$ cat config.mk
export PLATFORM = sky130hd
export DESIGN_NAME = lzc_denorm_seq_flat
export DESIGN_NICKNAME = d
export VERILOG_FILES = /design/src/rtl/lzc_denorm_seq_if.sv /design/src/rtl/lzc_denorm_seq.sv /design/src/flat_wrapper.sv
export SDC_FILE = /design/constraint.sdc
export NUM_CORES = 1
export LEC_CHECK = 0
export BUFFER_PORTS_ARGS = -buffer_cell sky130_fd_sc_hd__buf_2
export CORE_MARGIN = 1.5
export CORE_UTILIZATION = 45
export CTS_CLUSTER_DIAMETER = 200
export DETAILED_ROUTE_END_ITERATION = 7
export MAX_ROUTING_LAYER = met4
export SLEW_MARGIN = 0
export SYNTH_ARGS = -nofsm -noshare
export SYNTH_HDL_FRONTEND = slang
export SYNTH_SLANG_ARGS = --single-unit
$ cat constraint.sdc
create_clock -name clk -period 6.2 [get_ports clk]
set_clock_uncertainty 0.1 [all_clocks]
set_input_delay 0.93 -clock clk [delete_from_list [all_inputs] [get_ports clk]]
set_output_delay 0.93 -clock clk [all_outputs]
set_load 0.01 [all_outputs]
$ cat src/rtl/lzc_denorm_seq_if.sv
// Handshake bundle for lzc_denorm_seq: operand side (in_*) and result side (out_*).
interface lzc_denorm_seq_if #(
    parameter int WIDTH = 32,
    parameter int ZW    = 5
);
    logic             in_valid;
    logic             in_ready;
    logic [WIDTH-1:0] norm_din;
    logic [ZW-1:0]    z;
    logic             az;
    logic             out_valid;
    logic             out_ready;
    logic [WIDTH-1:0] dout;
    logic             err;

    modport master (
        output in_valid, norm_din, z, az, out_ready,
        input  in_ready, out_valid, dout, err
    );

    modport slave (
        input  in_valid, norm_din, z, az, out_ready,
        output in_ready, out_valid, dout, err
    );
endinterface

$ cat src/rtl/lzc_denorm_seq.sv
// Undoes LZC normalization: logical right shift of norm_din by z, one binary
// stage (16, 8, 4, 2, 1) per cycle, with valid/ready on both sides.
module lzc_denorm_seq #(
    parameter int WIDTH      = 32,
    parameter int ZW         = 5,
    parameter bit CHECK_NORM = 1'b1
) (
    input  logic             clk,
    input  logic             rst_n,
    lzc_denorm_seq_if.slave  bus
);
    typedef enum logic [1:0] {IDLE, SHIFT, DONE} state_t;

    state_t           state;
    logic [WIDTH-1:0] sh;
    logic [WIDTH-1:0] sh_next;
    logic [ZW-1:0]    zr;
    logic [ZW-1:0]    stage_w;
    logic [2:0]       cnt;
    logic             err_r;

    // Stage weight 16>>cnt is also the zr bit mask that selects this stage.
    always_comb begin
        stage_w = 5'd16 >> cnt;
        sh_next = sh;
        if (|(zr & stage_w)) begin
            sh_next = sh >> stage_w;
        end
    end

    always_ff @(posedge clk or negedge rst_n) begin
        if (!rst_n) begin
            state         <= IDLE;
            bus.in_ready  <= 1'b0;
            bus.out_valid <= 1'b0;
            bus.dout      <= '0;
            bus.err       <= 1'b0;
            cnt           <= '0;
            sh            <= '0;
            zr            <= '0;
            err_r         <= 1'b0;
        end else begin
            case (state)
                IDLE: begin
                    if (bus.in_valid && bus.in_ready) begin
                        sh           <= bus.az ? '0 : bus.norm_din;
                        zr           <= bus.z;
                        err_r        <= CHECK_NORM && !bus.az && !bus.norm_din[WIDTH-1];
                        cnt          <= '0;
                        bus.in_ready <= 1'b0;
                        state        <= SHIFT;
                    end else begin
                        bus.in_ready <= 1'b1;
                    end
                end
                SHIFT: begin
                    sh  <= sh_next;
                    cnt <= cnt + 3'd1;
                    if (cnt == 3'd4) begin
                        // Result register takes the final stage directly so it is valid on entry to DONE.
                        bus.out_valid <= 1'b1;
                        bus.dout      <= sh_next;
                        bus.err       <= err_r;
                        state         <= DONE;
                    end
                end
                DONE: begin
                    if (bus.out_ready) begin
                        bus.out_valid <= 1'b0;
                        bus.in_ready  <= 1'b1;
                        state         <= IDLE;
                    end
                end
                default: state <= IDLE;
            endcase
        end
    end
endmodule
$ cat src/flat_wrapper.sv
// flat-port wrapper written by rule: the top's interface ports become plain ports
module lzc_denorm_seq_flat 
#(
    parameter int WIDTH      = 32,
    parameter int ZW         = 5,
    parameter bit CHECK_NORM = 1'b1
)
  (clk, rst_n, bus_in_valid, bus_norm_din, bus_z, bus_az, bus_out_ready, bus_in_ready, bus_out_valid, bus_dout, bus_err);
  lzc_denorm_seq_if #(.WIDTH(WIDTH), .ZW(ZW)) bus_i ();
  input  logic clk;
  input  logic rst_n;
  input wire logic [$bits(bus_i.in_valid)-1:0] bus_in_valid;
  input wire logic [$bits(bus_i.norm_din)-1:0] bus_norm_din;
  input wire logic [$bits(bus_i.z)-1:0] bus_z;
  input wire logic [$bits(bus_i.az)-1:0] bus_az;
  input wire logic [$bits(bus_i.out_ready)-1:0] bus_out_ready;
  output wire logic [$bits(bus_i.in_ready)-1:0] bus_in_ready;
  output wire logic [$bits(bus_i.out_valid)-1:0] bus_out_valid;
  output wire logic [$bits(bus_i.dout)-1:0] bus_dout;
  output wire logic [$bits(bus_i.err)-1:0] bus_err;
  assign bus_i.in_valid = bus_in_valid;
  assign bus_i.norm_din = bus_norm_din;
  assign bus_i.z = bus_z;
  assign bus_i.az = bus_az;
  assign bus_i.out_ready = bus_out_ready;
  assign bus_in_ready = bus_i.in_ready;
  assign bus_out_valid = bus_i.out_valid;
  assign bus_dout = bus_i.dout;
  assign bus_err = bus_i.err;
  lzc_denorm_seq #(.WIDTH(WIDTH), .ZW(ZW), .CHECK_NORM(CHECK_NORM)) u_core (.clk(clk), .rst_n(rst_n), .bus(bus_i));
endmodule
---- Word level (Yosys, flattened, before mapping) ----
Index checks and enable logic that the tools add are counted.
storage, ports and cells
  output and inout port bits .............. 35
  word-level logic and storage cells ...... 50
  input port bits ......................... 42
  register bits ........................... 78
operators by class
  reduce and logical (&&, ||, !) cells .... 15
  muxes and demuxes ....................... 16
  equal/unequal tests ..................... 6
  shift-type cells ........................ 2
  add/sub/neg operators ................... 1
  bitwise operators ....................... 1
operators with widths
  cell                   count
  $mux W32               3
  $pmux W32 S2           1
  $shr A32 B5 Y32        1
  $reduce_and A2 Y1      4
  $mux W2                3
  $pmux W2 S3            1
  $pmux W3 S2            1
  $reduce_and A3 Y1      2
  $reduce_bool A2 Y1     3
  $and A5 B5 Y5          1
  $reduce_or A5 Y1       1
  $shr A5 B3 Y5 const A  1
  $mux W1                4
  $ne A2 B1 Y1 const B   2
  $pmux W1 S2            2
  $add A3 B1 Y3 const B  1
  $eq A3 B3 Y1 const B   1
  $mux W3                1
  $eq A2 B1 Y1 const B   1
  $eq A2 B2 Y1 const B   1
  $logic_and A1 B1 Y1    2
  $logic_not A1 Y1       2
  $logic_not A2 Y1       1
  $ne A2 B2 Y1 const B   1

---- Logic depth before layout (Yosys ltp) ----
Gate-level depths: netlist of the first run.
  depth after elaboration ................. 5
  gate-level depth with buffers ........... 12
  depth with buffers taken out ............ 7

---- Worst setup path after synthesis of the first run ----
OpenSTA, ideal clock, no wires.
  path type ............................... flip-flop to flip-flop
  from .................................... reg u_core.cnt[2]
  to ...................................... reg u_core.bus.dout[22]
  setup time .............................. 0.126 ns
  period minus slack after synthesis ...... 2.708 ns
  data arrival time ....................... 2.483 ns
  required time ........................... 5.974 ns
  setup slack ............................. 3.492 ns
  path buffers ............................ 3
  cell stages (with the launch flop) ...... 11
  cell sequence ........................... dfrtp_1 -> inv_2 -> clkbuf_1 -> ha_1 -> buf_4 -> buf_2 -> mux4_2 -> a22oi_1 -> o21ai_1 -> a221oi_1 -> nor2_1
on the way
  word-level cells in the longest chain between the ends .. 4
  elaborated cells between the ends (all ways) .. 7
  those cells by class .................... eq/ne (1); shift (2); mux (1); bitwise (1); reduce/logical (2)
ends and longest elaborated chain
  item                                                                     line                     text
  start, declared                                                          lzc_denorm_seq.sv:19     logic [2:0] cnt;
  start signal, assigned                                                   lzc_denorm_seq.sv:58     cnt <= cnt + 3'd1;
  parallel branches: the longest is 4 deep, another holds $shr A32 B5 Y32  --
  end signal, assigned                                                     lzc_denorm_seq.sv:62     bus.dout <= sh_next;
  end, declared                                                            lzc_denorm_seq_if.sv:23  output in_ready, out_valid, dout, err
Several ways; the timed one is not identified.
A chain may end at the register's enable or synchronous reset.

---- Worst setup path in the final report of the first run ----
  from .................................... reg u_core.cnt[2]
  to ...................................... reg u_core.sh[13]
on the way
  word-level cells in the longest chain between the ends .. 5
  elaborated cells between the ends (all ways) .. 6
  those cells by class .................... shift (2); mux (2); bitwise (1); reduce/logical (1)
ends and longest elaborated chain
  item                                                                     line                  text
  $shr A5 B3 Y5 (*)                                                        lzc_denorm_seq.sv:24  stage_w = 5'd16 >> cnt;
  parallel branches: the longest is 2 deep, another holds $shr A32 B5 Y32  --
  $mux W32 (*)                                                             lzc_denorm_seq.sv:26  if (|(zr & stage_w)) begin
  $pmux W32 S2 (*)                                                         lzc_denorm_seq.sv:43  case (state)
  end signal, assigned                                                     lzc_denorm_seq.sv:46  sh <= bus.az ? '0 : bus.norm_din;
  end signal, assigned                                                     lzc_denorm_seq.sv:57  sh <= sh_next;
  end, declared                                                            lzc_denorm_seq.sv:15  logic [WIDTH-1:0] sh;
Every way passes the cells marked *.

==> results.toml, run 1 <==
[sta]
drv_slew = 0
post-route-period-util_pct = 66.85
relSlewSlack_pct = 15.90
fin_setup_tns_ps = 0
finalSetupViolations = 0
fmax_mhz = 241.3
period_needed_ps = 4145
rsz0062_at_grt = "false"
worst_slew_pin_slew_ps = 1262
whs_ps = 355.6
final_hold_viol_count = 0

[synth]
synth_top_area_share_pct = 32.13
synth_cell_types = 69
synth-seq-cells = 78
synth_nets = 685
yosysSeqAreaShare_pct = 32.13
syn_inst = 637
yosysWarnings = 0
synth_area_leaders = "dfrtp_1 (32%), mux4_2 (12%), mux2i_1 (5.8%)"
synth_area_sq_mm = 0.006076
ys_dominant_reg_cell = "dfrtp_1"
yosysTopAreaCell = "dfrtp_1"
synthArstFlopShare_pct = 100.0
synth_edf_count = 0
synth.avg_cell_area_sq_um = 9.538

[route]
dr_total_vias = 5741
routed_wirelength_mm = 22.63
wl_per_cell_um = 26.63
vias_per_cell = 6.754
dr.pass1.iters = 5
drc = 0
ant_nets = 0
drt_iter0_drc = 563

[global_route]
grt_pass1_vias = 5472
gr-total-overflow = 0
grt_max_degree = 58
antenna_found_initial = 0
top_usage_layer = "met2"
grt_pass1_wl_mm = 34.49
grtUsageMet2_pct = 48.01
met1_usage_pct = 46.48
gr-usage-all-layers_pct = 33.79
use_met3_pct = 8.381

[layout]
fin_nets = 717
area_growth_pct = 11.24
n_antenna_cell = 0
drive_gt1_share_pct = 27.30
design_area_sq_mm = 0.006759
multiInputGateArea_sq_mm = 0.003737
seq_area_sq_mm = 0.001952
utilization_pct = 51.24
fillerInstances = 1248

[clock_tree]
hold_buffers = 0
cts_root_buffer = "clkbuf_16"
numCtsBuffers = 9
cts.sinks = 78
cts_max_level = 3
cts_setup_buffers = 0
tritoncts = "yes"
insertion_delay_ps = 350
clkTransAtPathRegs_ps = 70
cts_max_path_buffers = 2
cts_resized = 0

[floorplan]
die_h_um = 119.2
dieWidth_um = 119.2
num_rows = 42
io_pins = 77
core-area_sq_mm = 0.01319
start_util_pct = 46.06
dieArea_sq_mm = 0.01421

[power]
power_frac_clock_pct = 12.2
p_comb_share_pct = 63.5
sw_frac_of_total_pct = 51.68
p_seq_share_pct = 24.3
p_leak_nw = 2.799
ir_worst_vdd_uv = 605.7
internal_power_mw = 2.199
p_sw_mw = 2.353
power_density_mw_per_mm2 = 673.5

[critical_path]
cp-end-kind = "flip-flop"
crit_type = "flip-flop to flip-flop"
reg2regPathDepth = 9
r2r_setup_slack_ps = 2060
cp.required_ps = 6350
cp_max_fo = 50
arrival_ps = 4290
cp-start-kind = "flip-flop"

[placement]
gp_congestion = 0.9809
portBuffers = 76
placedInstanceArea_sq_mm = 0.006454
post-dp-hpwl_mm = 15.80

[outcome]
status = "finished clean"

[min_path]
hold_class = "primary input to async pin"

[run]
maxCapViolations = 0
[stage by stage]
stage                     total power, mW  cells  setup slack [ps]
after floorplan                     3.048    637              3492
after global placement              3.903    834              2228
after detailed placement            3.920    834              2174
after CTS                           4.489    850              2155
after global routing                4.820    850              1783
final                               4.552    850              2055
[kinds of logic (layout without fill, tap and decap cells)]
group / after synthesis / in the layout / share of synthesized area, %
simple gates: 174 / 174 / 14.23
buf+inv: 82 / 119 / 6.569
mux: 93 / 93 / 22.57
fa+ha+maj: 6 / 6 / 1.236
flops: 78 / 78 / 32.13
compound gates: 204 / 204 / 23.27
[worst paths after layout]
| kind | from | to |
|---|---|---|
| min reg2reg | u_core.bus.dout[28] | u_core.bus.dout[28] |
| max reg2reg | u_core.cnt[2] | u_core.sh[13] |
| max | u_core.cnt[2] | u_core.sh[13] |
| min in group clk | u_core.bus.dout[28] | u_core.bus.dout[28] |
| min | rst_n | u_core.state[1] |
| max in group asynchronous | rst_n | u_core.sh[21] |
[worst max-delay path, cell delays in order, from the launching register on]
cell	delay, ps
dfrtp_1	320
buf_4	490
inv_2	330
ha_1	380
and2_1	200
a21oi_1	920
and2_1	460
buf_4	360
nor2_1	120
a221oi_1	320
[synthesized netlist by cell type (7+ instances only)]
cell / count
mux4_2: 32
inv_1: 9
a21oi_1: 33
a211oi_1: 19
nor2_1: 35
buf_4: 9
and2_1: 8
nand2_1: 65
nor3b_1: 10
a31oi_1: 11
o31ai_1: 8
mux2i_1: 35
mux2_2: 22
o21ai_0: 37
nor2b_1: 9
a22oi_1: 26
o211ai_1: 7
clkbuf_1: 37
nand3_1: 12
buf_2: 18
dfrtp_1: 78
and3_1: 11
o21ai_1: 7
a32oi_1: 8
[layout make-up]
cell class | instances | share of cell area (%)
Multi-Input combinational cell | 477 | 55.29
Sequential cell | 78 | 28.88
Timing Repair Buffer | 92 | 7.442
Clock buffer | 9 | 3.332
Tap cell | 176 | 3.258
Clock inverter | 7 | 1.185
Inverter | 11 | 0.6109
[layout by cell type, fill, tap and decap left out, drive strengths merged, types with 3 or more instances in the layout]
cell type,n
ha,6
a22o,4
nor3,4
inv,13
nor3b,11
nor2b,9
o211ai,7
o31ai,8
nand2,66
mux2,26
o22ai,6
nand3,12
nor4,4
clkbuf,9
a221oi,7
o31a,3
clkinv,3
a32oi,8
mux2i,35
o21ai,44
and2,8
a2111oi,4
a21o,3
a31oi,11
o221ai,3
nor2,35
mux4,32
a2bb2oi,3
and3,12
buf,92
a21oi,33
a22oi,26
nand2b,5
a211oi,19
dfrtp,78
[power by group through the flow]
| stage | clock, mW | combinational [mW] | sequential (mW) |
|---|---|---|---|
| floorplan | 0 | 2.11 | 0.939 |
| global placement | 0 | 2.82 | 1.09 |
| detailed placement | 0 | 2.82 | 1.10 |
| CTS | 0.565 | 2.84 | 1.09 |
| global route | 0.586 | 3.11 | 1.13 |
| finish | 0.555 | 2.89 | 1.11 |
[per-layer routing]
metal	up-vias	share of wire (%)
li1	2486	-
met2	359	44
met3	50	10
met1	2846	43
met4	0	3.3
met5	-	0
[state kept, by name, indices dropped and copies added (netlist names)]
name / flops
u_core.bus.dout: 32
u_core.bus.in_ready: 1
u_core.sh: 32
u_core.zr: 5
u_core.bus.err: 1
u_core.err_r: 1
u_core.bus.out_valid: 1
u_core.state: 2
u_core.cnt: 3
No activity file was read; power rests on OpenSTA's default activity.
==> inputs of run 2 (changes only) <==
--- a/config.mk
+++ b/config.mk
@@ -11,6 +11,7 @@
 export CTS_CLUSTER_DIAMETER = 200
 export DETAILED_ROUTE_END_ITERATION = 7
 export MAX_ROUTING_LAYER = met4
+export PLACE_DENSITY = 0.67
 export SLEW_MARGIN = 0
 export SYNTH_ARGS = -nofsm -noshare
 export SYNTH_HDL_FRONTEND = slang
==> constraint.sdc (replaced) <==
create_clock -name clk -period 3.38 [get_ports clk]
set_clock_uncertainty 0.1 [all_clocks]
set_input_delay 0.507 -clock clk [delete_from_list [all_inputs] [get_ports clk]]
set_output_delay 0.507 -clock clk [all_outputs]
set_load 0.01 [all_outputs]
==> run 2 against run 1 <==
Effect of this change:
- first-iteration DRC count grew 25%
- wire length grew 3.2%
- setup slack lost 1700 ps
- total power grew 88%
- die area is the same
- sequential power grew 83%
- maximum frequency grew 35%
- via count grew 1.0%
- clock-buffer cell count grew 1
- final cell count grew 2.4%
- register-to-register slack lost 1700 ps
- critical path type unchanged
- highest routed layer unchanged
==> results.toml, run 2 (synthesis gave the netlist of run 1 again) <==
[critical_path]
cp_max_fo = 8
crit_type = "flip-flop to flip-flop"
path_cells = "ha_1 -> ha_1 -> and2_1 -> a21oi_1 -> buf_4 -> a21oi_1 -> a221oi_2 -> o221ai_1"
reg2regPathDepth = 8
endpoint = "u_core.sh[7]"
cp-end-kind = "flip-flop"
crit_buf_inv = 1
path_delay_family = "compound AO/OA/AOI/OAI gates"
crit_path_start = "u_core.cnt[0]"
regToRegStartpoint = "u_core.cnt[0]"
cp.depth = 8
crit_path_top_delay_cell = "a21oi_1"
r2r_setup_slack_ps = 310
arrival_ps = 3170
cp.required_ps = 3480
r2r_end = "u_core.sh[7]"
cp-start-kind = "flip-flop"
critPathMaxStageDelay_ps = 640

[layout]
seq_area_sq_mm = 0.001952
fillerInstances = 1244
area_growth_pct = 13.88
utilization_pct = 52.46
drive_gt1_share_pct = 29.39
multiInputGateArea_sq_mm = 0.003737
design_area_sq_mm = 0.006919
reg_top3 = "u_core.bus.dout (32), u_core.sh (32), u_core.zr (5)"
n_antenna_cell = 0
mostFrequentLayoutCells = "dfrtp_1 (78), buf_2 (75), nand2_1 (65)"
mostFrequentLayoutCell = "dfrtp_1"
fin_nets = 739
instances_no_fill = 870

[run]
maxCapViolations = 0

[power]
ir_worst_vdd_uv = 680.8
p_leak_nw = 2.903
power_density_mw_per_mm2 = 1239
p_total_mw = 8.573

[global_route]
gr-usage-all-layers_pct = 34.98
grt_max_degree = 50
grt_pass1_wl_mm = 35.80
grtUsageMet2_pct = 50.29
top_usage_layer = "met2"
met1_usage_pct = 47.85
use_met3_pct = 8.477
grt_pass1_vias = 5620
gr-total-overflow = 0
antenna_found_initial = 0

[clock_tree]
cts_max_level = 3
cts_max_path_buffers = 2
cts_root_buffer = "clkbuf_16"
hold_buffers = 0
cts.sinks = 78
cts_setup_buffers = 0
insertion_delay_ps = 350
cts_resized = 0
tritoncts = "yes"
numCtsBuffers = 9
clkTransAtPathRegs_ps = 60

[placement]
placedInstanceArea_sq_mm = 0.006631
placedCellCount = 856
gp_congestion = 0.9639
post-dp-hpwl_mm = 17.18
portBuffers = 76
dpl_worst_slack_ps = 324.1

[sta]
worst_slew_pin_slew_ps = 813.9
whs_ps = 19.22
rsz0062_at_grt = "false"
final_hold_viol_count = 0
fin_setup_tns_ps = 0
period_needed_ps = 3072
post-route-period-util_pct = 90.88
finalSetupViolations = 0
relSlewSlack_pct = 45.74
drv_slew = 0
worst_slack_ps = 308.3
fmax_mhz = 325.5

[min_path]
hold_class = "primary input to async pin"

[floorplan]
die_h_um = 119.2
dieArea_sq_mm = 0.01421
core-area_sq_mm = 0.01319
start_util_pct = 46.06
io_pins = 77
num_rows = 42
dieWidth_um = 119.2

[route]
dr.pass1.iters = 5
drc = 0
routed_wirelength_mm = 23.35
vias_per_cell = 6.668
dr_total_vias = 5801
ant_nets = 0
wl_per_cell_um = 26.84
drt_iter0_drc = 701

[outcome]
status = "finished clean"
run 2: worst reg2reg max path, cell delays in order (launching register included):
cell	delay [ps]
dfrtp_1	430
ha_1	240
ha_1	280
and2_1	200
a21oi_1	640
buf_4	280
a21oi_1	190
a221oi_2	410
o221ai_1	150
run 2: area by class of cell:
class,count,share of cell area (%)
well taps,176,3.183
clock buffers,10,3.454
repair buffers,114,9.837
clock inverters,4,0.7052
multi-input cells,477,54.01
inverters,11,0.5967
flip-flops and latches,78,28.21
run 2: how the worst min path moves through the flow:
stage | startpoint | to | depth (start not counted)
CTS | rst_n | u_core.bus.dout[7] | 1
detailed placement | u_core.bus.err | u_core.bus.err | 2
global placement | u_core.err_r | u_core.bus.err | 2
floorplan | rst_n | u_core.bus.dout[0] | 0
finish | rst_n | u_core.bus.dout[7] | 1
global route | rst_n | u_core.bus.dout[7] | 1
run 2: metal layers:
layer / part of all wire [%] / vias up
met3: 8.5 / 41
met5: 0 / -
met2: 45 / 299
met1: 44 / 2933
met4: 3.2 / 0
li1: - / 2528
run 2: power breakdown:
| part | internal (mW) | total [mW] | switching [mW] | leakage, nW |
|---|---|---|---|---|
| Combinational | 2.28 | 5.57 | 3.29 | 1.79 |
| Sequential | 1.35 | 2.03 | 0.686 | 0.969 |
| Clock | 0.582 | 0.967 | 0.385 | 0.144 |
==> inputs of run 3 (changes only) <==
==> constraint.sdc (replaced) <==
create_clock -name clk -period 2.7 [get_ports clk]
set_clock_uncertainty 0.1 [all_clocks]
set_input_delay 0.405 -clock clk [delete_from_list [all_inputs] [get_ports clk]]
set_output_delay 0.405 -clock clk [all_outputs]
set_load 0.01 [all_outputs]
==> run 3 against run 2 <==
Effect of this change:
- hold slack improved by 130 ps
- sequential share of layout area decreased by 3.3 points
- clock-buffer cell count decreased by 1
- setup slack got worse by 230 ps
- sequential power increased by 22%
- clock power increased by 21%
- critical path type unchanged
- largest power group unchanged
==> results.toml, run 3 (synthesis gave the netlist of run 1 again) <==
[layout]
design_area_sq_mm = 0.007825
drive_gt1_share_pct = 39.29
mostFrequentLayoutCells = "buf_4 (113), dfrtp_1 (78), buf_2 (75)"
mostFrequentLayoutCell = "buf_4"
area_growth_pct = 28.79
utilization_pct = 59.32
n_antenna_cell = 0
fin_nets = 827
reg_top3 = "u_core.bus.dout (32), u_core.sh (32), u_core.zr (5)"
instances_no_fill = 960

[sta]
post-route-period-util_pct = 97.08
final_hold_viol_count = 0
relSlewSlack_pct = 46.78
finalSetupViolations = 0
drv_slew = 0
worst_slew_pin_slew_ps = 796.6
fin_setup_tns_ps = 0
period_needed_ps = 2621
fmax_mhz = 381.5

[min_path]
hold_class = "primary input to flip-flop"
min_from = "bus_norm_din[22]"

[critical_path]
endpoint = "u_core.sh[12]"
cp-end-kind = "flip-flop"
timing.critical_path.mode_cell = "buf_4"
cp_max_fo = 7
reg2regPathDepth = 10
crit_path_top_delay_cell = "mux4_2"
arrival_ps = 2730
path_cells = "inv_2 -> buf_4 -> ha_4 -> buf_6 -> buf_4 -> nor2b_1 -> mux4_2 -> and3_4 -> a2111oi_4 -> a21oi_1"
critPathMaxStageDelay_ps = 490
crit_buf_inv = 4
cp-start-kind = "flip-flop"
regToRegStartpoint = "u_core.cnt[0]"
crit_path_start = "u_core.cnt[0]"
crit_type = "flip-flop to flip-flop"
path_delay_family = "compound AO/OA/AOI/OAI gates"
r2r_end = "u_core.sh[12]"
cp.required_ps = 2810
cp.depth = 10
r2r_setup_slack_ps = 80

[power]
p_total_mw = 12.48
ir_worst_vdd_uv = 717.7
power_density_mw_per_mm2 = 1595
p_leak_nw = 3.382

[clock_tree]
clkTransAtPathRegs_ps = 70
numCtsBuffers = 9
cts_max_path_buffers = 2
tritoncts = "yes"
cts_max_level = 3
insertion_delay_ps = 350
cts_root_buffer = "clkbuf_16"
cts.sinks = 78

[placement]
placedInstanceArea_sq_mm = 0.007305
post-dp-hpwl_mm = 18.90
portBuffers = 76
placedCellCount = 934
gp_congestion = 1.037

[floorplan]
dieWidth_um = 119.2
core-area_sq_mm = 0.01319
die_h_um = 119.2
io_pins = 77
start_util_pct = 46.06
dieArea_sq_mm = 0.01421
num_rows = 42

[global_route]
grt_max_degree = 50
gr-total-overflow = 0
antenna_found_initial = 0
grt_pass1_vias = 6126
gr-usage-all-layers_pct = 37.13
grt_pass1_wl_mm = 38.05

[route]
wl_per_cell_um = 26.22
drt_iter0_drc = 694
routed_wirelength_mm = 25.17
dr_total_vias = 6321
dr.pass1.iters = 5
ant_nets = 0
drc = 0
vias_per_cell = 6.584

[outcome]
status = "finished clean"

[run]
maxCapViolations = 0
-- run 3: repair_timing --
action                     in CTS  in global routing
setup endpoints to repair      28                 43
hold buffers                    1                  0
hold endpoints to repair       38                  0
buffers inserted                0                  9
resized for setup               6                 25
pin swaps                       0                  7
cloned                          0                  0
-- run 3: metrics by stage --
step	hold WS [ps]	setup WS, ps
final	146.1	78.87
after global routing	161.2	-22.47
after CTS	140.8	10.98
after detailed placement	328.7	-174.0
after global placement	318.2	-107.7
after floorplan	9.409	114.3
-- run 3: layout make-up --
type	instances	area (sq um)
clock buffer	9	225.2
clock inverter	7	55.05
fill	1178	5365
inverter	11	41.29
multi-input combinational	477	3872
sequential	78	1952
tap	176	220.2
timing repair buffer	202	1459
-- run 3: metal layers --
| layer | up-vias | GRT usage, % | part of all wire [%] |
|---|---|---|---|
| met5 | - | - | 0 |
| met4 | 0 | 11.52 | 2.8 |
| met3 | 57 | 5.699 | 9.9 |
| met2 | 416 | 54.80 | 45 |
| met1 | 3125 | 52.76 | 42 |
| li1 | 2723 | - | - |
-- run 3: how the worst min path moves through the flow --
stage / end / slack (ps) / cells past startpoint
2_1_floorplan: u_core.bus.dout[0] / 9 / 0
3_3_place_gp: u_core.bus.dout[7] / 320 / 1
3_5_place_dp: u_core.bus.dout[7] / 330 / 1
4_1_cts: u_core.sh[22] / 140 / 3
5_1_grt: u_core.sh[22] / 160 / 3
6_report: u_core.sh[22] / 150 / 3
-- run 3: tightest hold or removal path: cells and delay by family --
kind / cells / cell delay, ps
buffers and inverters: 1 / 70
AND/OR/NAND/NOR: 2 / 80
-- run 3: where the power goes --
part	internal (mW)	switching, mW	leakage (nW)
registers	1.69	0.798	0.969
logic	4.04	4.79	2.27
clock network	0.634	0.536	0.138
total	6.36	6.12	3.38
